**src/rtl/lcd_game_engine.sv**
```systemverilog
// lcd_game_engine
//   Game-logic stage that feeds the 32-character LCD frame writer. It debounces
//   the raw up/down buttons and runs the dodge game (title / play / dead). It
//   presents the game state, the cursor position and the stone position as linear
//   character indices 0..31, where bit 4 selects the row. Game state only advances
//   on frame_done, so every LCD frame shows one consistent snapshot.
//
//   Optional feature macro: SPEEDUP_EN. When it is defined, every stone wrap
//   shortens the step period by one frame, down to MIN_FRAMES.
//
// Ports
//   clk         in   1  system clock
//   reset       in   1  synchronous, active-high reset
//   upB         in   1  raw up button (asynchronous, active-high)
//   dwB         in   1  raw down button (asynchronous, active-high)
//   frame_done  in   1  one-cycle pulse from the LCD writer after char 31
//   game_state  out  2  0=TITLE, 1=PLAY, 3=DEAD
//   cursor      out  5  player char index (column 0 of either row: 0 or 16)
//   stone0      out  5  stone char index
//   score       out  8  stones dodged, saturating at 255

module lcd_game_engine #(
    parameter int DEB_W       = 16,
    parameter int DEB_CYCLES  = 20000,
    parameter int TICK_FRAMES = 8,
    parameter int MIN_FRAMES  = 2
) (
    input  logic       clk,
    input  logic       reset,
    input  logic       upB,
    input  logic       dwB,
    input  logic       frame_done,
    output logic [1:0] game_state,
    output logic [4:0] cursor,
    output logic [4:0] stone0,
    output logic [7:0] score
);

    typedef enum logic [1:0] {
        TITLE = 2'd0,
        PLAY  = 2'd1,
        DEAD  = 2'd3
    } state_t;

    localparam logic [DEB_W-1:0] DEB_LAST = DEB_W'(DEB_CYCLES - 1);
    localparam logic [7:0]       TICK_P   = 8'(TICK_FRAMES);

    // The period can only shrink towards MIN_FRAMES, so a floor above the
    // starting period (or a zero floor) would describe an impossible game.
    if (MIN_FRAMES < 1 || MIN_FRAMES > TICK_FRAMES) begin : g_param_check
        $error("lcd_game_engine: MIN_FRAMES must lie in 1..TICK_FRAMES");
    end

    // Bit 0 is the up button and bit 1 is the down button throughout.
    logic [1:0]       raw;
    logic [1:0]       sync1;
    logic [1:0]       sync2;
    logic [1:0]       level;
    logic [1:0]       rise;
    logic [1:0]       flag;
    logic [1:0]       press;
    logic [DEB_W-1:0] deb_cnt [2];

    assign raw = {dwB, upB};

    // A rising debounced edge happens in the cycle where the counter accepts a
    // new level of 1.
    always_comb begin
        for (int b = 0; b < 2; b++) begin
            rise[b] = sync2[b] & ~level[b] & (deb_cnt[b] == DEB_LAST);
        end
    end

    // An edge that coincides with frame_done counts for this frame directly,
    // because the flag is being cleared in that same cycle.
    assign press = flag | rise;

    always_ff @(posedge clk) begin
        if (reset) begin
            sync1 <= '0;
            sync2 <= '0;
            level <= '0;
            flag  <= '0;
            for (int b = 0; b < 2; b++) begin
                deb_cnt[b] <= '0;
            end
        end else begin
            sync1 <= raw;
            sync2 <= sync1;
            for (int b = 0; b < 2; b++) begin
                if (sync2[b] == level[b]) begin
                    deb_cnt[b] <= '0;
                end else if (deb_cnt[b] == DEB_LAST) begin
                    level[b]   <= sync2[b];
                    deb_cnt[b] <= '0;
                end else begin
                    deb_cnt[b] <= deb_cnt[b] + 1'b1;
                end
            end
            flag <= frame_done ? 2'b00 : (flag | rise);
        end
    end

    state_t     state_q, state_n;
    logic [4:0] cursor_q, cursor_n;
    logic [4:0] stone_q, stone_n;
    logic [7:0] score_q, score_n;
    logic [7:0] tick_q, tick_n;
    logic [7:0] period_q, period_n;

    always_ff @(posedge clk) begin
        if (reset) begin
            state_q  <= TITLE;
            cursor_q <= 5'd0;
            stone_q  <= 5'd31;
            score_q  <= 8'd0;
            tick_q   <= 8'd0;
            period_q <= TICK_P;
        end else begin
            state_q  <= state_n;
            cursor_q <= cursor_n;
            stone_q  <= stone_n;
            score_q  <= score_n;
            tick_q   <= tick_n;
            period_q <= period_n;
        end
    end

    // The cursor is resolved before the stone steps, so the collision test sees
    // both post-update positions.
    always_comb begin
        state_n  = state_q;
        cursor_n = cursor_q;
        stone_n  = stone_q;
        score_n  = score_q;
        tick_n   = tick_q;
        period_n = period_q;
        case (state_q)
            TITLE, DEAD: begin
                if (frame_done && (press != 2'b00)) begin
                    state_n  = PLAY;
                    cursor_n = 5'd0;
                    stone_n  = 5'd31;
                    score_n  = 8'd0;
                    tick_n   = 8'd0;
                    period_n = TICK_P;
                end
            end
            PLAY: begin
                if (frame_done) begin
                    if (press == 2'b01) begin
                        cursor_n = 5'd0;
                    end else if (press == 2'b10) begin
                        cursor_n = 5'd16;
                    end
                    if (tick_q == period_q - 8'd1) begin
                        tick_n = 8'd0;
                        if (stone_q[3:0] != 4'h0) begin
                            stone_n = stone_q - 5'd1;
                        end else begin
                            stone_n = {~stone_q[4], 4'hF};
                            if (score_q != 8'hFF) begin
                                score_n = score_q + 8'd1;
                            end
`ifdef SPEEDUP_EN
                            period_n = (period_q > 8'(MIN_FRAMES)) ?
                                       period_q - 8'd1 : 8'(MIN_FRAMES);
`else
                            period_n = TICK_P;
`endif
                        end
                    end else begin
                        tick_n = tick_q + 8'd1;
                    end
                    if (stone_n == cursor_n) begin
                        state_n = DEAD;
                    end
                end
            end
            default: begin
                state_n = TITLE;
            end
        endcase
    end

    assign game_state = state_q;
    assign cursor     = cursor_q;
    assign stone0     = stone_q;
    assign score      = score_q;

endmodule

```
**config.mk**
```make
export PLATFORM = sky130hd
export DESIGN_NAME = lcd_game_engine
export DESIGN_NICKNAME = d
export VERILOG_FILES = /design/src/rtl/lcd_game_engine.sv
export SDC_FILE = /design/constraint.sdc
export NUM_CORES = 1
export LEC_CHECK = 0
export CAP_MARGIN = 20
export CORE_ASPECT_RATIO = 2
export CORE_MARGIN = 2
export CORE_UTILIZATION = 58
export CTS_BUF_LIST = sky130_fd_sc_hd__clkbuf_2 sky130_fd_sc_hd__clkbuf_4 sky130_fd_sc_hd__clkbuf_8
export CTS_CLUSTER_DIAMETER = 120
export CTS_CLUSTER_SIZE = 12
export DETAILED_ROUTE_END_ITERATION = 12
export GPL_TIMING_DRIVEN = 0
export HOLD_SLACK_MARGIN = 0.06
export PLACE_DENSITY = 0.83
export REMOVE_ABC_BUFFERS = 1
export SLEW_MARGIN = 5
export SYNTH_ARGS = -nofsm -noshare
export SYNTH_HDL_FRONTEND = slang
export SYNTH_SLANG_ARGS = --single-unit
```
**constraint.sdc**
```tcl
create_clock -name clk -period 2.7 [get_ports clk]
set_input_delay 0.27 -clock clk [delete_from_list [all_inputs] [get_ports clk]]
set_output_delay 0.27 -clock clk [all_outputs]
set_load 0.005 [all_outputs]
```
Word-level counts from Yosys, hierarchy flattened
Memory sizes are Yosys's and may differ from the RTL's.
Index checks and enable logic that the tools add are counted.

word-level totals
  register bits = 44
  memories = 1
  bits in read-only memories = 0
  output and inout port bits = 20
  word-level logic and storage cells = 126
  bits in latches = 0
  memory bits (writable) = 32
  bits of input ports = 5

memories
  memory   words  width  read ports  clocked after Yosys merged registers in  wr ports  RTL line  text
  deb_cnt  2      16     2           0                                        2         62        logic [DEB_W-1:0] deb_cnt [2];

cells by class
  bitwise gates (word level) = 16
  multipliers = 0
  divide/modulo/power cells = 0
  add/sub/neg operators = 6
  muxes and demuxes = 62
  eq/ne operators = 17
  reductions and logical operators = 13
  $lt $le $gt $ge = 0
  shift operators = 0

operators by type and width
  kind                     count
  $mux W16                 6
  $mux W8                  11
  $mux W5                  12
  $pmux W8 S2              3
  $add A16 B1 Y16 const B  2
  $eq A16 B15 Y1 const B   2
  $mux W1                  24
  $pmux W5 S2              2
  $add A8 B1 Y8 const B    2
  $ne A2 B2 Y1 const B     6
  $eq A8 B8 Y1             1
  $ne A8 B8 Y1 const B     1
  $sub A8 B1 Y8 const B    1
  $mux W2                  3
  $or A1 B1 Y1             6
  $reduce_and A3 Y1        2
  $reduce_and A6 Y1        1
  $eq A5 B5 Y1             1
  $not A1 Y1               5
  $reduce_and A5 Y1        1
  $sub A5 B1 Y5 const B    1
  $and A1 B1 Y1            4
  $eq A2 B1 Y1 const B     2
  $eq A2 B2 Y1 const B     2
  9 further kinds          13

Logic depth before layout (Yosys ltp)
  word-level depth = 13
  gate-level depth with buffers = 10
  depth with buffers taken out = 9

Worst setup path after synthesis
Ideal clock, no wire load.

  kind = register to register
  from = reg tick_q[0]
  to = reg state_q[0] (netlist: game_state[0])
  cell stages (with the launch flop) = 9
  setup slack = 217 ps
  setup time = 79 ps
  data arrival time = 2404 ps
  path through = dfxtp_1 ha_1 or4b_1 nor2_1 o21ai_0 a221oi_1 a2111oi_4 a31o_2 a211oi_2

between the ends
  cells in the longest elaborated chain, start to end = 7

ends and longest elaborated chain
  item                         RTL line  text
  start, declared              108       logic [7:0] tick_q, tick_n;
  start signal, assigned       124       tick_q <= tick_n;
  $eq A8 B8 Y1                 156       if (tick_q == period_q - 8'd1) begin
  $mux W5                      156
  $mux W5                      150       if (frame_done) begin
  $mux W5                      138       case (state_q)
  $eq A5 B5 Y1                 175       if (stone_n == cursor_n) begin
  $ne A2 B2 Y1 (no line)       --
  $reduce_and A3 Y1 (no line)  --
  end signal, assigned         120       state_q <= state_n;
  end, declared                104       state_t state_q, state_n;

Every way passes these cells. The select of a mux whose other input is x is not followed.
A chain may end at the register's enable or synchronous reset.

==> impl_metrics.csv <==
group,metric,value,unit
sta,setup_viol,0,
die,initial_core_util,59.02,%
global_routing,antenna_found_initial,0,
place,place_ws,-0.2184,ns
final_layout,layout.cells.non_filler,519,
yosys,synth_cells,370,
route,first_pass_iters,5,
sta,grt_setup_unrepaired,"true",
yosys,syn_avg_cell_area,9.901,um2
hold_path,hold_path.class,"reg -> reg",
sta,min_period,2.691,ns
setup_path,start_kind,"register",
die,rows,41,
route,drc_errors,0,
power,seqPwrFrac,54.3,%
final_layout,multi_input_area,2086,um2
sta,fmaxAchievable,0.3716,GHz
cts,cts_root_buf,"clkbuf_8",
global_routing,grt_start_max_net_pins,25,
setup_path,max_stage_delay,0.58,ns
yosys,ys_ff_latch,68,
yosys,synth_flop_cell,"dfxtp_1",
setup_path,arrival,2.93,ns
sta,tns,0,ns
setup_path,cp_slowest_cell,"or4b_4",
cts,htree_num_levels,3,
power,p_comb_share,5.5,%
power,power.total,2.090,mW
cts,clk_pin_slew,0.07,ns
power,ir_drop,0.3774,mV
job,drv_cap,0,
sta,hold_ws,0.4473,ns
setup_path,cp.required,2.94,ns
route,drt_iter0_markers,135,
sta,period_share,99.66,%
final_layout,final_util,70.61,%
yosys,syn-cell-area,3664,um2
global_routing,overflow,0,
die,die_y,116.4,um
final_layout,final_cell_mix,"nor2_1, dfxtp_1, edfxtp_1, conb_1, xor2_1",
sta,worst_pin_slew,0.9006,ns
cts,clockBufferDepth,2,
setup_path,crit_type,"reg -> reg",
global_routing,grt_pass1_vias,2797,
power,powerDensity,476.8,nW/um2
power,switchingPower,0.4595,mW
place,placedCellCount,500,
yosys,synthArstFlopShare,0,%
die,io_pins,25,
yosys,yosys_warnings,0,
setup_path,r2r-start,"deb_cnt[0][12]",
route,drtAntennaViolNets,0,
setup_path,crit_chain,"or4b_4 -> nor3b_4 -> a41oi_4 -> a21bo_1 -> a21oi_1 -> a21o_1 -> nor2_1",
final_layout,final.fill_count,450,
final_layout,diodes,0,
sta,drv_slew,0,
setup_path,crit_path_max_fanout,8,
setup_path,crit_path_end_kind,"register",
cts,clock_latency,0.35,ns
sta,hold_viol,0,
global_routing,grt_pass1_wl,12.27,mm
power,p_leak,1.584,nW
final_layout,drive_gt1_share,10.62,%
yosys,ys_seq_area_share,45.90,%
cts,cts_tree,"done",
die,fp.coreArea,6207,um2
setup_path,ff2ff_setup_slack,0.009,ns
route,routed_wl,7.435,mm
place,dpl.hpwl,5.156,mm
route,viasPerCell,5.538,
final_layout,seqCellArea,1683,um2
hold_path,worstHoldStart,"sync1[1]",
die,fp.dieW,60.20,um
route,vias,2874,
place,port-buffer-count,24,
final_layout,mostFrequentLayoutCell,"nor2_1",
die,die_area,7006,um2
final_layout,nNetsFinal,443,
hold_path,whs_endpoint,"sync2[1]",
place,postPlaceCellArea,4085,um2
power,switching_share,21.99,%
cts,cts_hold_buffers,0,
power,internal_power,1.630,mW
hold_path,hold_depth,1,
cts,cts_buffers,9,
cts,clock_sinks,68,
route,wire_per_inst,14.33,um
final_layout,area_delta_synth_final,19.64,%
sta,finalWorstSetupSlack,0.009143,ns
yosys,synth_edf_count,32,
setup_path,r2r-end,"score[3]",
final_layout,final_area,4383,um2
place,gp_congestion,0.8746,
power,power.share.clock,40.3,%
sta,max_slew_margin,39.77,%
global_routing,gr-usage-all-layers,23.04,%
setup_path,rr_worst_depth,7,
yosys,yosysUniqueCellTypes,62,
run_status,status,"finished, final reports clean",
sta,finClkSkew,0.01007,ns
cells in the mapped netlist (all sizes together) (2+ instances only):
cell type  number  area share, %
a2111oi         2           0.99
nand3          17            2.3
edfxtp         32             26
clkbuf          9           0.92
mux2i           2           0.55
o2111ai         2           0.48
nand2b          7            1.2
dfxtp          36             20
a211oi          2           0.55
or3             4           0.68
nor3            4           0.55
a21oi          13            1.9
nand4          14            2.4
or2             2           0.34
xor2           30            7.2
and4            5            1.2
nor2           56            5.7
a21bo           2           0.55
a31o            2           0.48
o21ai          10            1.4
and3           12            2.1
a31oi           5            1.4
a311oi          2           0.65
and2            6            1.0
nor4            2           0.34
or3b            2           0.48
ha             10            3.4
inv            12            1.2
nand2          19            1.9
o22ai           3           0.51
nor2b           6            1.0
xnor2          13            3.1
a21o            2           0.41
a41oi           2           0.99
nor3b           4            1.1
or4b            2           0.55
nor4b           2            1.3
buf             2           0.24
critical path, delay by kind of cell, from the launching register on:
kind	cells	cell delay [ns]
AOI/OAI and AO/OA	4	1.21
and+or+nand+nor	3	0.92
DFF	1	0.44
layer usage:
layer,wire length [um],vias up,GRT usage [%],share of wire (%)
met1,3276,1362,28.87,44
met5,0,-,0,0
met3,245,21,5.426,3.3
met2,3728,70,36.16,50
li1,-,1421,-,-
met4,185,0,12.00,2.5
logic make-up after synthesis:
family                   count (synthesis)  synth area share, %
AO/OA/AOI/OAI                           55                12.13
XOR/XNOR                                43                10.28
adder cells (fa/ha/maj)                 11                3.689
buffers and inverters                   23                2.390
flip-flops                              68                45.90
multiplexers                             2               0.5465
other                                    1               0.1024
AND/OR/NAND/NOR                        167                24.97
power groups by stage:
stage                     sequential [mW]  clock (mW)  combinational (mW)
after global placement               1.15           0               0.103
final                                1.13       0.841               0.115
after CTS                            1.13       0.860               0.110
after floorplan                      1.15           0              0.0749
after global routing                 1.14       0.905               0.127
after detailed placement             1.15           0               0.107
final cells by class:
cell class | count | area share, %
Inverter | 12 | 1.028
Timing Repair Buffer | 27 | 5.995
Tap cell | 86 | 2.455
Sequential cell | 68 | 38.40
Multi-Input combinational cell | 310 | 47.59
Clock buffer | 13 | 3.654
Clock inverter | 3 | 0.8850
state kept, by name, indices dropped and copies added (netlist names):
name	flops
deb_cnt	32
score	8
tick_q	8
cursor	5
stone0	5
flag	2
game_state	2
level	2
sync1	2
sync2	2
how the worst max path moves through the flow:
| stage | startpoint | end | slack [ns] | cells after the start |
|---|---|---|---|---|
| 6_report | deb_cnt[0][12] | score[3] | 0.009 | 7 |
| 5_1_grt | deb_cnt[0][12] | score[6] | -0.13 | 7 |
| 4_1_cts | deb_cnt[0][12] | game_state[0] | -0.05 | 7 |
| 3_5_place_dp | tick_q[0] | game_state[0] | -0.22 | 8 |
| 3_3_place_gp | tick_q[0] | game_state[0] | -0.13 | 8 |
| 2_1_floorplan | deb_cnt[0][12] | game_state[0] | 0.22 | 7 |
what timing repair did:
action / in CTS / in global routing
pin swaps: 1 / 5
gates resized for setup: 7 / 8
buffers inserted: 1 / 2
setup endpoints to repair: 8 / 20
No activity file was read; power rests on OpenSTA's default activity.
